File: src/rtl/video_timing_pkg.sv
// Shared 800x600@72Hz raster timing and beam coordinate type, used by the
// timing generator, background, sprites and mixer.
package video_timing_pkg;

  typedef logic signed [10:0] coord_t;

  localparam int HACTIVE  = 800;
  localparam int HFP      = 56;
  localparam int HSYNC    = 120;
  localparam int HBP      = 64;
  localparam int VACTIVE  = 600;
  localparam int VFP      = 37;
  localparam int VSYNC    = 6;
  localparam int VBP      = 23;
  localparam bit HSYNC_POL = 1'b1;
  localparam bit VSYNC_POL = 1'b1;
  localparam int PIPE_DLY = 1;

  // Undelayed raster terms, all active-high before polarity is applied.
  typedef struct packed {
    logic hs;
    logic vs;
    logic act;
    logic fs;
  } sync_t;

endpackage

File: src/rtl/video_timing_if.sv
// Beam position and sync bundle from the timing generator to every layer.
interface video_timing_if;
  import video_timing_pkg::coord_t;

  coord_t spotX;
  coord_t spotY;
  logic   hsync;
  logic   vsync;
  logic   blank_n;
  logic   frame_start;

  modport master (output spotX, spotY, hsync, vsync, blank_n, frame_start);
  modport slave  (input  spotX, spotY, hsync, vsync, blank_n, frame_start);

endinterface

File: src/rtl/video_timing_sync_delay.sv
// Async-reset shift register with a per-bit reset value, used to align the
// raster control terms with the registered colour pipeline.
module sync_delay #(
  parameter int               WIDTH     = 4,
  parameter int               DEPTH     = 1,
  parameter logic [WIDTH-1:0] RESET_VAL = '0
) (
  input  logic             clk,
  input  logic             reset_n,
  input  logic [WIDTH-1:0] din,
  output logic [WIDTH-1:0] dout
);

  logic [WIDTH-1:0] stage [DEPTH];

  always_ff @(posedge clk or negedge reset_n) begin
    if (!reset_n) begin
      for (int i = 0; i < DEPTH; i++) stage[i] <= RESET_VAL;
    end else begin
      stage[0] <= din;
      for (int i = 1; i < DEPTH; i++) stage[i] <= stage[i-1];
    end
  end

  assign dout = stage[DEPTH-1];

endmodule

File: src/rtl/video_timing.sv
// Raster timing generator: signed beam counters with zero latency plus sync,
// blank and frame-start strobes delayed to line up with registered RGB.
module video_timing
  import video_timing_pkg::coord_t;
  import video_timing_pkg::sync_t;
#(
  parameter int HACTIVE   = video_timing_pkg::HACTIVE,
  parameter int HFP       = video_timing_pkg::HFP,
  parameter int HSYNC     = video_timing_pkg::HSYNC,
  parameter int HBP       = video_timing_pkg::HBP,
  parameter int VACTIVE   = video_timing_pkg::VACTIVE,
  parameter int VFP       = video_timing_pkg::VFP,
  parameter int VSYNC     = video_timing_pkg::VSYNC,
  parameter int VBP       = video_timing_pkg::VBP,
  parameter bit HSYNC_POL = video_timing_pkg::HSYNC_POL,
  parameter bit VSYNC_POL = video_timing_pkg::VSYNC_POL,
  parameter int PIPE_DLY  = video_timing_pkg::PIPE_DLY
) (
  input  logic           clk,
  input  logic           reset_n,
  video_timing_if.master vid
);

  // Sync sits at the most negative coordinates so that 0 is the first active pixel.
  localparam int HMIN = -(HSYNC + HBP);
  localparam int HMAX = HACTIVE + HFP - 1;
  localparam int VMIN = -(VSYNC + VBP);
  localparam int VMAX = VACTIVE + VFP - 1;

  if (HMIN < -1024 || HMAX > 1023 || VMIN < -1024 || VMAX > 1023 || PIPE_DLY < 1) begin : g_bad_timing
    $error("video_timing: raster does not fit coord_t or PIPE_DLY < 1");
  end

  localparam coord_t HMIN_C  = coord_t'(HMIN);
  localparam coord_t HMAX_C  = coord_t'(HMAX);
  localparam coord_t VMIN_C  = coord_t'(VMIN);
  localparam coord_t VMAX_C  = coord_t'(VMAX);
  localparam coord_t HS_END  = coord_t'(HMIN + HSYNC);
  localparam coord_t VS_END  = coord_t'(VMIN + VSYNC);
  localparam coord_t H_ACT   = coord_t'(HACTIVE);
  localparam coord_t V_ACT   = coord_t'(VACTIVE);
  localparam coord_t ZERO    = coord_t'(0);
  localparam coord_t ONE     = coord_t'(1);

  coord_t spotX;
  coord_t spotY;
  sync_t  raw;
  sync_t  dly;

  always_ff @(posedge clk or negedge reset_n) begin
    if (!reset_n) begin
      spotX <= HMIN_C;
      spotY <= VMIN_C;
    end else if (spotX == HMAX_C) begin
      spotX <= HMIN_C;
      spotY <= (spotY == VMAX_C) ? VMIN_C : coord_t'(spotY + ONE);
    end else begin
      spotX <= coord_t'(spotX + ONE);
    end
  end

  // All operands are coord_t, so every comparison stays signed.
  always_comb begin
    raw     = '0;
    raw.hs  = spotX < HS_END;
    raw.vs  = spotY < VS_END;
    raw.act = (spotX >= ZERO) && (spotX < H_ACT) && (spotY >= ZERO) && (spotY < V_ACT);
    raw.fs  = (spotX == HMIN_C) && (spotY == VMIN_C);
  end

  sync_delay #(
    .WIDTH     ($bits(sync_t)),
    .DEPTH     (PIPE_DLY),
    .RESET_VAL ('0)
  ) u_sync_delay (
    .clk     (clk),
    .reset_n (reset_n),
    .din     (raw),
    .dout    (dly)
  );

  assign vid.spotX       = spotX;
  assign vid.spotY       = spotY;
  assign vid.hsync       = HSYNC_POL ? dly.hs : ~dly.hs;
  assign vid.vsync       = VSYNC_POL ? dly.vs : ~dly.vs;
  assign vid.blank_n     = dly.act;
  assign vid.frame_start = dly.fs;

endmodule

File: src/flat_wrapper.sv
// flat-port wrapper written by rule: the top's interface ports become plain ports
module video_timing_flat import video_timing_pkg::coord_t; import video_timing_pkg::sync_t;
#(
  parameter int HACTIVE   = video_timing_pkg::HACTIVE,
  parameter int HFP       = video_timing_pkg::HFP,
  parameter int HSYNC     = video_timing_pkg::HSYNC,
  parameter int HBP       = video_timing_pkg::HBP,
  parameter int VACTIVE   = video_timing_pkg::VACTIVE,
  parameter int VFP       = video_timing_pkg::VFP,
  parameter int VSYNC     = video_timing_pkg::VSYNC,
  parameter int VBP       = video_timing_pkg::VBP,
  parameter bit HSYNC_POL = video_timing_pkg::HSYNC_POL,
  parameter bit VSYNC_POL = video_timing_pkg::VSYNC_POL,
  parameter int PIPE_DLY  = video_timing_pkg::PIPE_DLY
)
  (clk, reset_n, vid_spotX, vid_spotY, vid_hsync, vid_vsync, vid_blank_n, vid_frame_start);
  video_timing_if vid_i ();
  input  logic clk;
  input  logic reset_n;
  output wire logic [$bits(vid_i.spotX)-1:0] vid_spotX;
  output wire logic [$bits(vid_i.spotY)-1:0] vid_spotY;
  output wire logic [$bits(vid_i.hsync)-1:0] vid_hsync;
  output wire logic [$bits(vid_i.vsync)-1:0] vid_vsync;
  output wire logic [$bits(vid_i.blank_n)-1:0] vid_blank_n;
  output wire logic [$bits(vid_i.frame_start)-1:0] vid_frame_start;
  assign vid_spotX = vid_i.spotX;
  assign vid_spotY = vid_i.spotY;
  assign vid_hsync = vid_i.hsync;
  assign vid_vsync = vid_i.vsync;
  assign vid_blank_n = vid_i.blank_n;
  assign vid_frame_start = vid_i.frame_start;
  video_timing #(.HACTIVE(HACTIVE), .HFP(HFP), .HSYNC(HSYNC), .HBP(HBP), .VACTIVE(VACTIVE), .VFP(VFP), .VSYNC(VSYNC), .VBP(VBP), .HSYNC_POL(HSYNC_POL), .VSYNC_POL(VSYNC_POL), .PIPE_DLY(PIPE_DLY)) u_core (.clk(clk), .reset_n(reset_n), .vid(vid_i));
endmodule
File: config.mk
export PLATFORM = sky130hd
export DESIGN_NAME = video_timing_flat
export DESIGN_NICKNAME = d
export VERILOG_FILES = /design/src/rtl/video_timing_pkg.sv /design/src/rtl/video_timing_if.sv /design/src/rtl/video_timing_sync_delay.sv /design/src/rtl/video_timing.sv /design/src/flat_wrapper.sv
export SDC_FILE = /design/constraint.sdc
export NUM_CORES = 1
export LEC_CHECK = 0
export CAP_MARGIN = 20
export CORE_MARGIN = 10
export CORE_UTILIZATION = 35
export CTS_CLUSTER_SIZE = 8
export DETAILED_ROUTE_END_ITERATION = 8
export GPL_TIMING_DRIVEN = 0
export MAX_ROUTING_LAYER = met4
export PLACE_DENSITY = 0.68
export SLEW_MARGIN = 20
export SYNTH_ARGS = -nofsm -noshare
export SYNTH_HDL_FRONTEND = slang
export SYNTH_SLANG_ARGS = --single-unit
File: constraint.sdc
create_clock -name clk -period 3.68 [get_ports clk]
set_input_delay 0.736 -clock clk [delete_from_list [all_inputs] [get_ports clk]]
set_output_delay 0.736 -clock clk [all_outputs]
set_load 0.01 [all_outputs]
After elaboration in Yosys (flattened, before gate mapping):

Index checks and enable logic that the tools add are counted.

* register bits after elaboration: 26

* $add $sub $neg: 2
* eq/ne operators: 4
* reduce and logical (&&, ||, !) cells: 4
* magnitude comparators: 6
* mux-type cells: 2

Operator list (count)
* 11-bit by 2-bit adder with 11-bit output, second input constant: 2
* 11-bit == test, second input constant: 2
* 11-bit by 1-bit >= comparator with 1-bit output, second input constant: 2
* 11-bit < comparator, second input constant: 2
* 11-bit two-way mux: 2
* 11-bit by 6-bit == test with 1-bit output, second input constant: 1
* 11-bit by 9-bit == test with 1-bit output, second input constant: 1
* 11-bit by 6-bit < comparator with 1-bit output, second input constant: 1
* 11-bit by 7-bit < comparator with 1-bit output, second input constant: 1
* 1-bit logical AND: 4

Depth between registers and ports, before layout:

Gate-level depths: netlist (run 1).

* depth after elaboration: 4
* gate-level depth with buffers: 7
* gate-level depth less buffers: 6

Cells and area by module:

A second synthesis (run 1) with hierarchy kept.

* cells, all modules: 134
* area, all modules: 1376.3 um^2

Modules (own cells, without submodules)
* video_timing: times used 1, area an instance 1276.2 um^2, sequential area each 566.8 um^2, cells an instance 130
* sync_delay: times used 1, area an instance 100.1 um^2, sequential area each 100.1 um^2, cells an instance 4

Worst setup path after synthesis (run 1):

Ideal clock, no wire load.

* kind: register to register
* start: register u_core.spotY[9], in the netlist u_core.vid.spotY[9]
* end: register u_core.spotY[8], in the netlist u_core.vid.spotY[8]
* data arrival time: 1751 ps
* clock period less this slack: 1813 ps
* library setup time: 61 ps
* path buffers: 2
* stages on the path, launching flop included: 7
* required time: 3619 ps
* path slack: 1867 ps
* cell sequence: dfstp_2 > clkbuf_2 > nand4b_1 > or4b_1 > buf_2 > a211o_1 > nand2_1

* longest elaborated chain between the ends: 2

Ends and longest elaborated chain
* start: declaration: RTL line video_timing.sv:46 `coord_t spotY;`
* start signal: assignment: RTL line video_timing.sv:56 `spotY <= (spotY == VMAX_C) ? VMIN_C : coord_t'(spotY + ONE);`
* 11-bit == test: RTL line video_timing.sv:56
* 11-bit two-way mux: RTL line video_timing.sv:56

No other way between the ends.
A chain may end at the register's enable or synchronous reset.

Worst setup path after layout (run 1):

* start: register u_core.spotY[5], in the netlist u_core.vid.spotY[5]
* end: output port vid_spotY[5]

RTL lines
* end: declaration: RTL line flat_wrapper.sv:21 `output wire logic [$bits(vid_i.spotY)-1:0] vid_spotY;`

No word-level cell between the ends.

==> flow_summary.ini, run 1 <==
[synth]
ys_seq_area_share_pct = 49.3
synth.top_cell.area_share_pct = 25.3
synth_area_leaders = dfstp_2 25%, dfrtp_1 24%, nand3_1 5.2%
syn_avg_cell_area_sq_um = 10.1
synth_enable_flop_cells = 0
synth_nets = 140
syn-cell-area_sq_um = 1350
synth_flop_cell = dfstp_2
async_flop_share_pct = 100
yosysWarnings = 0
ys_ff_latch = 26
synth.largest_area_cell = dfstp_2
synthCells = 134
synth.distinct_cells = 36

[floorplanning]
rows = 22
fp.dieH_microns = 82.2
ioPinCount = 28
dieArea_sq_um = 6750
die_x_microns = 82.2
initial_utilization_pct = 36.7
coreArea_sq_um = 3690

[clock_tree]
cts_tree = done
cts_hold_buf = 0
cts_resized = 0
h-tree-depth = 1
cts_made_buffers = 3
ctsLongestPathBuffers = 2
post_cts_buffers = 0
cts_root_buffer = clkbuf_8
clock_sinks = 26
clk_pin_slew_worst_paths_ps = 90
clkLatencyLatePin_ps = 270

[power_and_ir_drop]
p_per_area_nw_per_um2 = 301
leakage_nw = 0.700
vdd_drop_max_mv = 0.126

[routing]
drt-pass1-iter-count = 4
ant_nets = 0
drcViolationCount = 0
wl_per_cell_microns = 14.2
vias_per_cell = 5.23
dr.first_iter.drc_count = 66
routed_wl_microns = 3030
dr_total_vias = 1113

[sta]
setup_viol = 0
drv_slew = 0
relSlewSlack_pct = 62.4
tns_ps = 0
finalCritPeriodShare_pct = 58.8
hold_viol = 0
skew_ps = 2.95
max_freq_mhz = 462
rsz0062_at_grt = no
tightestPinTransition_ps = 563
min_period_ps = 2160

[cells_and_area]
syn2layout_area_growth_pct = 29.3
layout-drive-gt1-share_pct = 15.8
antenna_cells = 0
final_net_count = 172
finalNonFillerCells = 213

[place]
gp_congestion = 0.866
hpwl_microns = 2250
port-buffer-count = 27
dp_cells = 209

[worst_setup_path]
worst-path-buf-inv = 1
cp-end-kind = output pin
path_cells = clkdlybuf4s50_1
worstPathRequired_ps = 2940
r2r_end = u_core.vid.spotY[1]
cp_max_fo = 8
critPathArrivalTime_ps = 1430
cp_slowest_cell = dfstp_2
critPathTopFamily = flip-flops
max_stage_delay_ps = 600
timing.rr.start = u_core.vid.spotY[9]
worstRegToRegCells = 6
crit_type = reg -> out
reg2reg_slack_ps = 1740
start_kind = flop

[status]
status = finished clean

[global_route]
grt-ovfl-total = 0
grt_pass1_vias = 1080
grt_usage_pct = 9.75
grt_max_degree = 27
antenna_found_initial = 0
grt_first_pass_wirelength_microns = 5130

[min_path]
worstHoldPathType = in -> async

[run]
max-cap-violations = 0
## sequential cells by signal (all words and copies together) (netlist names)
register,cells
u_core.u_sync_delay.dout,4
u_core.vid.spotY,11
u_core.vid.spotX,11
## worst max path at each step
stage / from / to / slack, ps / cells after the start
finish: u_core.vid.spotY[5] / vid_spotY[5] / 1520 / 1
floorplan: u_core.vid.spotY[9] / u_core.vid.spotY[8] / 1870 / 6
CTS: u_core.vid.spotY[5] / vid_spotY[5] / 1500 / 1
global placement: reset_n / u_core.vid.spotX[5] / 1580 / 1
detailed placement: reset_n / u_core.vid.spotX[0] / 1550 / 1
global route: u_core.vid.spotY[0] / vid_spotY[0] / 1460 / 1
## worst reg2reg max path, cell delays in order, from the launching register on
cell and delay, ps:
dfstp_2 540, clkbuf_2 170, nand4b_1 140, or4b_1 510, buf_2 180, nand2_1 150
a2bb2oi_1 180
## report_power, final
group	internal, W	total (W)	leakage, nW	switching, W
clock	0.000145	0.000234	0.0357	0.0000887
sequential	0.000286	0.000286	0.296	0
combinational	0.000000379	0.00000556	0.368	0.00000518
total	0.000432	0.000526	0.700	0.0000939
## cell type report
type                    instances  area (sq um)
multi-input cells              91           613
flip-flops and latches         26           667
inverters                       9          33.8
clock inverters                 1          30.0
clock buffers                   3          41.3
repair buffers                 27           265
well taps                      48          60.1
plain buffers                   8          38.8
fillers                       366          1940
## layer usage
layer  vias up  global-route usage (%)  part of all wire [%]
li1        542                       -                     -
met1       535                    12.5                    45
met2        32                    15.1                    48
met3         4                    2.27                   6.5
met4         0                    2.55                   1.0
met5         -                       -                     0
## cells by family (layout without fill, tap and decap cells)
logic type,count (synthesis),after routing,synth area share (%)
xor+xnor,10,10,6.48
flops,26,26,49.3
simple gates,53,53,22.5
fa+ha+maj,4,4,3.70
mux,2,2,1.67
compound gates,22,22,11.0
buf+inv,17,48,5.36
## cell usage after synthesis, drive strengths merged, types with 2 or more instances
library cell and number:
and4 4, xor2 5, a21oi 5, nand4 6
o22a 2, nand3 14, dfstp 13, dfrtp 13
mux2 2, clkbuf 4, inv 9, nand2 8
or3 2, nor3 2, a211o 2, ha 4
a31oi 2, nor2 5, buf 4, o21ai 5
and3 5, xnor2 5, and2 2
## stage by stage
step                setup slack (ps)  utilization (%)  instance area, sq um  total power [W]  hold slack [ps]
floorplan                       1870                -                  1350         0.000291              440
global route                    1460             47.4                  1750         0.000545              481
finish                          1520             47.4                  1750         0.000526              451
CTS                             1500             47.6                  1750         0.000532              522
detailed placement              1550             45.6                  1680         0.000298              508
global placement                1580             45.6                  1680         0.000298              486
## cells in the final DEF, fill, tap and decap left out, types with 2 or more instances in the layout
master / netlist / routed
a211o_1: 2 / 2
a21oi_1: 5 / 5
a31oi_1: 2 / 2
and2_1: 2 / 2
and3_1: 5 / 5
and4_1: 4 / 4
buf_2: 3 / 4
clkbuf_1: 3 / 3
clkbuf_8: 0 / 3
clkdlybuf4s50_1: 0 / 26
dfrtp_1: 13 / 13
dfstp_2: 13 / 13
ha_1: 4 / 4
inv_1: 9 / 9
mux2_2: 2 / 2
nand2_1: 8 / 8
nand3_1: 14 / 14
nand4_1: 6 / 6
nor2_1: 5 / 5
nor3_1: 2 / 2
o21ai_0: 5 / 5
o22a_1: 2 / 2
or3_1: 2 / 2
xnor2_1: 5 / 5
xor2_1: 5 / 5
No activity file was read; power rests on OpenSTA's default activity.
==> run 2: changes to the inputs <==
PLACE_DENSITY = 0.7   (was 0.68)
clock period = 1.75 ns   (was 3.68 ns; I/O delays follow)
==> run 2 against run 1 <==
Against the previous run: the flow now finishes with violations (negative setup slack); routed wire length grew 13%; sequential power grew 110%; cell count grew 7.5%; die area is the same; largest cell class unchanged.
==> flow_summary.ini, run 2 (same netlist as run 1, synthesis figures left out) <==
[routing]
dr_total_vias = 1198
vias_per_cell = 5.23
ant_nets = 0
drcViolationCount = 0
drt-pass1-iter-count = 4
dr.first_iter.drc_count = 96
wl_per_cell_microns = 15.0
routed_wl_microns = 3430

[clock_tree]
clock_sinks = 26
cts_root_buffer = clkbuf_8
h-tree-depth = 1
cts_tree = done
clk_pin_slew_worst_paths_ps = 90
cts_hold_buf = 0
clkLatencyLatePin_ps = 280
ctsLongestPathBuffers = 2
cts_made_buffers = 3

[sta]
max_freq_mhz = 555
tightestPinTransition_ps = 553
drv_slew = 0
tns_ps = -151
relSlewSlack_pct = 63.2
setup_viol = 7
rsz0062_at_grt = yes
setup_slack_ps = -52.5
skew_ps = 5.43
finalCritPeriodShare_pct = 103
min_period_ps = 1800
hold_viol = 0

[place]
place_area_sq_um = 1700
hpwl_microns = 2270
port-buffer-count = 27
gp_congestion = 0.869

[worst_setup_path]
cp-end-kind = flop
worstRegToRegCells = 5
critPathTopFamily = simple AND/OR/NAND/NOR gates
cp_slowest_cell = dfstp_2
max_stage_delay_ps = 560
path_cells = and4_1 -> or4b_1 -> buf_6 -> a211o_1 -> nand2_1
crit_type = reg -> reg
critPathArrivalTime_ps = 2020
r2r_end = u_core.vid.spotY[8]
worstPathRequired_ps = 1970
timing.rr.start = u_core.vid.spotY[6]
worst-path-buf-inv = 1
cp_max_fo = 8
start_kind = flop
reg2reg_slack_ps = -50

[cells_and_area]
final_common_cell = buf_4
fin_util_pct = 52.6
final_cell_mix = 19 x buf_4, 16 x clkdlybuf4s50_1, 14 x nand3_1
syn2layout_area_growth_pct = 43.4
final_net_count = 188
antenna_cells = 0
final_cell_area_sq_um = 1940
layout-drive-gt1-share_pct = 30.9

[power_and_ir_drop]
vdd_drop_max_mv = 0.254
leakage_nw = 0.907
p_per_area_nw_per_um2 = 576

[floorplanning]
initial_utilization_pct = 36.7
dieArea_sq_um = 6750
rows = 22
ioPinCount = 28
fp.dieH_microns = 82.2
die_x_microns = 82.2
coreArea_sq_um = 3690

[global_route]
grt_pass1_vias = 1212
grt-ovfl-total = 0
antenna_found_initial = 0
grt_usage_pct = 10.7
grt_first_pass_wirelength_microns = 5660
grt_max_degree = 27

[status]
violations = negative setup slack
status = finished, violations left

[min_path]
worstHoldPathType = in -> async

[run]
max-cap-violations = 0
-- run 2: worst register-to-register path: stages, from the launching register on --
cell	delay [ps]
dfstp_2	560
and4_1	250
or4b_1	470
buf_6	160
a211o_1	250
nand2_1	60
-- run 2: metrics by stage --
| stage | setup slack, ps | hold slack, ps | cells | total power [W] |
|---|---|---|---|---|
| 6_report | -52.5 | 48.3 | 229 | 0.00112 |
| 3_3_place_gp | -63.4 | 499 | 209 | 0.000626 |
| 2_1_floorplan | -6.76 | 54.4 | 134 | 0.000613 |
| 5_1_grt | -112 | 89.2 | 229 | 0.00115 |
| 4_1_cts | -33.8 | 502 | 223 | 0.00113 |
| 3_5_place_dp | -109 | 515 | 209 | 0.000626 |
-- run 2: layer usage --
metal / global-route usage (%) / up-vias / routed length [microns]
met5: - / - / 0
met2: 18.5 / 26 / 1680
met4: 5.61 / 0 / 86
li1: - / 578 / -
met1: 12.0 / 587 / 1490
met3: 1.30 / 7 / 177
-- run 2: power breakdown --
part / switching (W) / internal, W
Combinational: 0.0000107 / 0.000000798
Sequential: 0 / 0.000602
Clock: 0.000197 / 0.000306
Total: 0.000207 / 0.000909
-- run 2: worst max-delay path by stage --
| stage | start | endpoint | slack [ps] | cells past startpoint |
|---|---|---|---|---|
| final | u_core.vid.spotY[6] | u_core.vid.spotY[8] | -50 | 5 |
| after global routing | u_core.vid.spotY[9] | u_core.vid.spotY[8] | -110 | 6 |
| after CTS | u_core.vid.spotY[9] | u_core.vid.spotY[8] | -30 | 6 |
| after detailed placement | u_core.vid.spotY[5] | u_core.vid.spotY[1] | -110 | 5 |
| after global placement | u_core.vid.spotX[0] | u_core.vid.spotY[9] | -60 | 6 |
| after floorplan | u_core.vid.spotY[9] | u_core.vid.spotY[8] | -7 | 6 |
-- run 2: cell type report --
class / instances / area (sq um)
clock inverter: 1 / 30.0
multi-input combinational: 91 / 653
timing repair buffer: 43 / 388
sequential: 26 / 669
tap: 48 / 60.1
buffer: 8 / 63.8
clock buffer: 3 / 41.3
inverter: 9 / 33.8
fill: 345 / 1750
-- run 2: repair_timing --
action | CTS | global route
pin swaps | 0 | 4
buffers inserted | 10 | 7
setup endpoints to repair | 20 | 19
resized for setup | 14 | 20
gates cloned | 0 | 0
